[config.mk]
export PLATFORM = sky130hd
export DESIGN_NAME = mmc1x
export DESIGN_NICKNAME = d
export VERILOG_FILES = /design/src/rtl/mmc1x_pkg.sv /design/src/rtl/mmc1x_serial.sv /design/src/rtl/mmc1x.sv
export SDC_FILE = /design/constraint.sdc
export NUM_CORES = 1
export LEC_CHECK = 0
export CORE_UTILIZATION = 51
export DETAILED_ROUTE_END_ITERATION = 8
export PLACE_DENSITY = 0.77
export SYNTH_ARGS = -nofsm -noshare
export SYNTH_HDL_FRONTEND = slang
export SYNTH_SLANG_ARGS = --single-unit
export TNS_END_PERCENT = 50
[constraint.sdc]
create_clock -name M2 -period 5 [get_ports M2]
set_input_delay 0.75 -clock M2 [delete_from_list [all_inputs] [get_ports M2]]
set_output_delay 0.75 -clock M2 [all_outputs]
set_load 0.02 [all_outputs]
[src/rtl/mmc1x_pkg.sv]
// Shared constants and encodings for the mmc1x mapper: register indices,
// control reset value and the mirroring / PRG-mode encodings of ctrl.
package mmc1x_pkg;

  localparam logic [1:0] REG_CTRL = 2'd0;
  localparam logic [1:0] REG_CHR0 = 2'd1;
  localparam logic [1:0] REG_CHR1 = 2'd2;
  localparam logic [1:0] REG_PRG  = 2'd3;

  localparam logic [4:0] CTRL_RESET = 5'h0C;

  typedef enum logic [1:0] {
    MIR_ONE_LO = 2'd0,
    MIR_ONE_HI = 2'd1,
    MIR_VERT   = 2'd2,
    MIR_HORZ   = 2'd3
  } mirror_e;

  typedef enum logic [1:0] {
    PRG_32K_A  = 2'd0,
    PRG_32K_B  = 2'd1,
    PRG_FIX_LO = 2'd2,
    PRG_FIX_HI = 2'd3
  } prg_mode_e;

endpackage

[src/rtl/mmc1x_serial.sv]
// Serial load port: consecutive-write filter, 4-bit shift register and write
// counter. Commit and port-reset strobes are combinational for the current edge.
module mmc1x_serial
  import mmc1x_pkg::*;
#(
  parameter int IGNORE_CONSEC = 1
) (
  input  logic       i_m2,
  input  logic       i_res,
  input  logic       i_wr,
  input  logic       i_a14,
  input  logic       i_a13,
  input  logic       i_d0,
  input  logic       i_d7,
  output logic       o_commit,
  output logic [1:0] o_commit_idx,
  output logic [4:0] o_commit_val,
  output logic       o_d7_reset
);

  logic [3:0] r_sr;
  logic [2:0] r_cnt;
  logic       r_last_wr;
  logic       w_accept;

  // A write directly following another write (6502 RMW dummy write) is dropped.
  assign w_accept     = i_wr & ~((IGNORE_CONSEC != 0) & r_last_wr);
  assign o_d7_reset   = w_accept & i_d7;
  assign o_commit     = w_accept & ~i_d7 & (r_cnt == 3'd4);
  assign o_commit_idx = {i_a14, i_a13};
  assign o_commit_val = {i_d0, r_sr};

  always_ff @(negedge i_m2 or posedge i_res) begin
    if (i_res) begin
      r_sr      <= 4'd0;
      r_cnt     <= 3'd0;
      r_last_wr <= 1'b0;
    end else begin
      r_last_wr <= i_wr;
      if (w_accept) begin
        if (i_d7 || (r_cnt == 3'd4)) begin
          r_sr  <= 4'd0;
          r_cnt <= 3'd0;
        end else begin
          r_sr[r_cnt[1:0]] <= i_d0;
          r_cnt            <= r_cnt + 3'd1;
        end
      end
    end
  end

endmodule

[src/rtl/mmc1x.sv]
// mmc1x mapper top: ctrl/chr0/chr1/prg register file updated from the serial
// port on the M2 falling edge, plus combinational PRG/CHR/WRAM/CIRAM mapping.
module mmc1x
  import mmc1x_pkg::*;
#(
  parameter int PRG_AW        = 18,
  parameter int CHR_AW        = 17,
  parameter int SXROM         = 0,
  parameter int IGNORE_CONSEC = 1
) (
  input  logic                 M2,
  input  logic                 RES,
  input  logic                 CPU_A14,
  input  logic                 CPU_A13,
  input  logic                 CPU_RnW,
  input  logic                 nROMSEL,
  input  logic                 CPU_D0,
  input  logic                 CPU_D7,
  input  logic                 PPU_A12,
  input  logic                 PPU_A11,
  input  logic                 PPU_A10,
  output logic [PRG_AW-15:0]   PRG_A,
  output logic                 PRG_nCE,
  output logic                 SRAM_CE,
  output logic [1:0]           WRAM_BANK,
  output logic [CHR_AW-13:0]   CHR_A,
  output logic                 CIRAM_A10
);

  logic [4:0] r_ctrl;
  logic [4:0] r_chr0;
  logic [4:0] r_chr1;
  logic [4:0] r_prg;

  logic       w_wr;
  logic       w_commit;
  logic [1:0] w_commit_idx;
  logic [4:0] w_commit_val;
  logic       w_d7_reset;
  logic       w_chr_sel1;
  logic [4:0] w_chr_bank;
  logic [3:0] w_prg_bank;

  assign w_wr = ~nROMSEL & ~CPU_RnW;

  mmc1x_serial #(
    .IGNORE_CONSEC(IGNORE_CONSEC)
  ) u_serial (
    .i_m2         (M2),
    .i_res        (RES),
    .i_wr         (w_wr),
    .i_a14        (CPU_A14),
    .i_a13        (CPU_A13),
    .i_d0         (CPU_D0),
    .i_d7         (CPU_D7),
    .o_commit     (w_commit),
    .o_commit_idx (w_commit_idx),
    .o_commit_val (w_commit_val),
    .o_d7_reset   (w_d7_reset)
  );

  always_ff @(negedge M2 or posedge RES) begin
    if (RES) begin
      r_ctrl <= CTRL_RESET;
      r_chr0 <= 5'd0;
      r_chr1 <= 5'd0;
      r_prg  <= 5'd0;
    end else if (w_d7_reset) begin
      r_ctrl <= r_ctrl | CTRL_RESET;
    end else if (w_commit) begin
      case (w_commit_idx)
        REG_CTRL: r_ctrl <= w_commit_val;
        REG_CHR0: r_chr0 <= w_commit_val;
        REG_CHR1: r_chr1 <= w_commit_val;
        default:  r_prg  <= w_commit_val;
      endcase
    end
  end

  // In 4K CHR mode PPU_A12 picks chr1; that register also supplies the outer bits.
  assign w_chr_sel1 = r_ctrl[4] & PPU_A12;
  assign w_chr_bank = r_ctrl[4] ? (PPU_A12 ? r_chr1 : r_chr0) : {r_chr0[4:1], PPU_A12};
  assign CHR_A      = w_chr_bank[CHR_AW-13:0];
  assign WRAM_BANK  = (SXROM != 0) ? (w_chr_sel1 ? r_chr1[3:2] : r_chr0[3:2]) : 2'b00;

  always_comb begin
    CIRAM_A10 = 1'b0;
    case (mirror_e'(r_ctrl[1:0]))
      MIR_ONE_LO: CIRAM_A10 = 1'b0;
      MIR_ONE_HI: CIRAM_A10 = 1'b1;
      MIR_VERT:   CIRAM_A10 = PPU_A10;
      MIR_HORZ:   CIRAM_A10 = PPU_A11;
      default:    CIRAM_A10 = 1'b0;
    endcase
  end

  always_comb begin
    w_prg_bank = r_prg[3:0];
    case (prg_mode_e'(r_ctrl[3:2]))
      PRG_32K_A, PRG_32K_B: w_prg_bank = {r_prg[3:1], CPU_A14};
      PRG_FIX_LO:           w_prg_bank = CPU_A14 ? r_prg[3:0] : 4'h0;
      PRG_FIX_HI:           w_prg_bank = CPU_A14 ? 4'hF : r_prg[3:0];
      default:              w_prg_bank = r_prg[3:0];
    endcase
  end

  generate
    if (PRG_AW == 19) begin : g_outer
      logic w_outer;
      assign w_outer = w_chr_sel1 ? r_chr1[4] : r_chr0[4];
      assign PRG_A   = {w_outer, w_prg_bank};
    end else begin : g_flat
      assign PRG_A = w_prg_bank;
    end
  endgenerate

  assign PRG_nCE = nROMSEL | ~CPU_RnW;
  assign SRAM_CE = M2 & nROMSEL & CPU_A14 & CPU_A13 & ~r_prg[4];

endmodule

==> metrics.txt <==
Worst Skew 0.0760 ns; final setup fails 0; vias per std cell roughly 5.7; worst-path cell chain nand2_2 -> mux2_2 -> dlygate4sd2_1; Filler cells 217; Leak Pwr ~0.00094 µW; multi-input logic area 734 µm²; Clock transition at path regs 0.09 ns; RSZ-0062 raised after global routing false; Hold Crit Class flop to flop; Post-Layout Cell Count between 150 and 200; CP Data Arrival Time 4.12 ns; most common cell in the synthesized netlist dfrtn_1; Worst Reg-to-Reg Cells 5; CP Max Fanout 5; Synth cell types 30; 1st-pass router iterations 3; setup TNS 0 ns; area of the mapped netlist 0.00148 mm²; antenna viol nets, final 0; top_reg_cell synth dfrtn_1; per-cell routed wire length roughly 16 µm; layout overhead on the synthesized area 20.9%; Remaining DRCs 0; DIE HEIGHT 55.8 µm; Setup crit end kind primary output; DR iter-0 viols 16; gr usage total 22.0%; Post-DP HPWL 2220 µm; Syn Area/Cell 12.5 µm²; Place WS 0.142 ns; leading area contributor after synthesis dfrtn_1; setup ws final 0.132 ns; Setup CP Type flop to primary output; number of enable flip-flop cells after synthesis 0; Synth top area share between 40% and 50%; fin. max-slew vios 0; via count 1,040; placed insts 174; overall power 475 µW; sequential area share after synthesis 47.6%; initial core utilization between 50 and 60%; die area 0.00311 mm²; WP buf/inv 1; top cells by area, synth dfrtn_1, mux2_2, a21oi_1, dfstp_2, ha_1; maxcap violations 0; hold_buf cts 0; Hold Path Cell Cnt 1; Reg2Reg Capture Point r_ctrl[4]; initial antenna violation count 0; first-pass GRT wire length 5060 µm; CTS tree yes; Hold Path End r_chr1[4]; Hold Startpoint r_chr1[4]; IO Pins 25; CP Launch Type flop; grt total ovfl 0; register area between 700 and 800 µm²; Post-synth top cells dfrtn_1, mux2_2, a21oi_1, nor2_1, inv_1; antenna cell count 0; CP peak stage delay 0.38 ns; Pwr Density 266 mW/mm²; worst reg2reg setup slack about 3.2 ns; RD Place Congestion 0.801; outcome completed; Nets between 150 and 200; final wirelength approximately 3000 µm; number of global-route vias before repair 1,112; share of cells above drive strength 1 35.1%; I/O Buffers 22; Post-Syn Instances ~120; crit path max-delay cell type dfrtn_1; Synth Warn # 0; die width 55.8 µm; Worst IR Drop VDD 0.257 mV; row cnt 19; reg-to-reg startpoint u_serial.r_cnt[0]; delay-heaviest family, CP flip-flops; Worst EP required about 4.3 ns; core area 0.00276 mm²; largest net degree at the start of global routing 29; clock insertion delay at the later pin of the skew report 0.51 ns; Hold Vio Cnt, Final 0; fraction of registers with async set/reset 100%; Synth Register Bits 28
## what timing repair did
action                     4_1_cts  5_1_grt
gates resized for setup         14        7
setup endpoints to repair       10        8
buffers inserted                 0        0
cloned                           0        0
## cells by family after synthesis
| kind of cell | share of synthesized area [%] |
|---|---|
| and+or+nand+nor | 15.3 |
| AOI/OAI and AO/OA | 10.9 |
| other | 0.254 |
| muxes | 18.9 |
| buffers and inverters | 3.56 |
| adders and majority gates | 3.39 |
| DFF | 47.6 |
## cell type report
cell class                 count  area share, %
tap                           31           2.17
timing repair buffer          27           12.8
clock inverter                 2          0.420
inverter                       4          0.841
multi-input combinational     82           41.1
clock buffer                   8           3.29
sequential                    28           39.4
## flip-flops by register name, summed over array words and instances, names as in the netlist
register            cells
r_chr0                  5
r_chr1                  5
r_ctrl                  5
r_prg                   5
u_serial.r_cnt          3
u_serial.r_last_wr      1
u_serial.r_sr           4
## stage by stage
step | utilization (%) | hold slack, ns | area (µm²)
after floorplan | - | 0.434 | 1480
after global placement | 63.5 | 0.444 | 1750
after detailed placement | 63.5 | 0.451 | 1750
after CTS | 65.1 | 0.456 | 1800
after global routing | 64.7 | 0.470 | 1790
final | 64.7 | 0.453 | 1790
## placed cells by master (no fill, tap or decap), drive strengths merged
cell	synthesis	layout
mux2i	2	2
a31oi	1	1
a32o	3	3
nand2	1	1
inv	5	6
buf	4	7
or3	1	1
nor2	9	9
conb	1	2
dfrtn	26	26
and4bb	3	3
ha	4	4
nand4	2	2
a22o	3	3
a21oi	14	14
nand2b	3	3
clkdlybuf4s50	0	12
dlygate4sd2	0	6
nor4b	1	1
clkbuf	0	10
nand4b	3	3
nor3	1	1
mux2	23	23
nor2b	1	1
o21ai	4	4
a21o	1	1
dfstp	2	2
## worst reg2reg max path, stage by stage (launching register included)
cell      delay [ns]
dfrtn_1         0.38
inv_1           0.12
ha_1            0.25
and4bb_4        0.34
and4bb_4        0.27
mux2_2          0.33
## how the worst max path moves through the flow
| stage | from | to | slack, ns | cells after the start |
|---|---|---|---|---|
| 2_1_floorplan | CPU_D7 | r_ctrl[4] | 0.54 | 4 |
| 3_3_place_gp | CPU_D7 | r_ctrl[0] | 0.19 | 4 |
| 3_5_place_dp | nROMSEL | r_ctrl[1] | 0.14 | 4 |
| 4_1_cts | r_ctrl[2] | PRG_A[2] | 0.005 | 4 |
| 5_1_grt | r_ctrl[4] | CHR_A[3] | 0.06 | 3 |
| 6_report | r_ctrl[4] | CHR_A[3] | 0.13 | 3 |
## layer usage
metal	GRT usage, %	wire, µm	part of all wire [%]
met5	0	0	0
met4	9.64	45	1.5
met3	6.05	96	3.3
met2	37.0	1510	51
met1	26.3	1290	44
## power breakdown
part	switching, µW	internal, µW
logic	40.3	36.4
registers	14.8	241
clock network	80.4	62.5
Note: power is estimated with default switching activity, not from simulation.
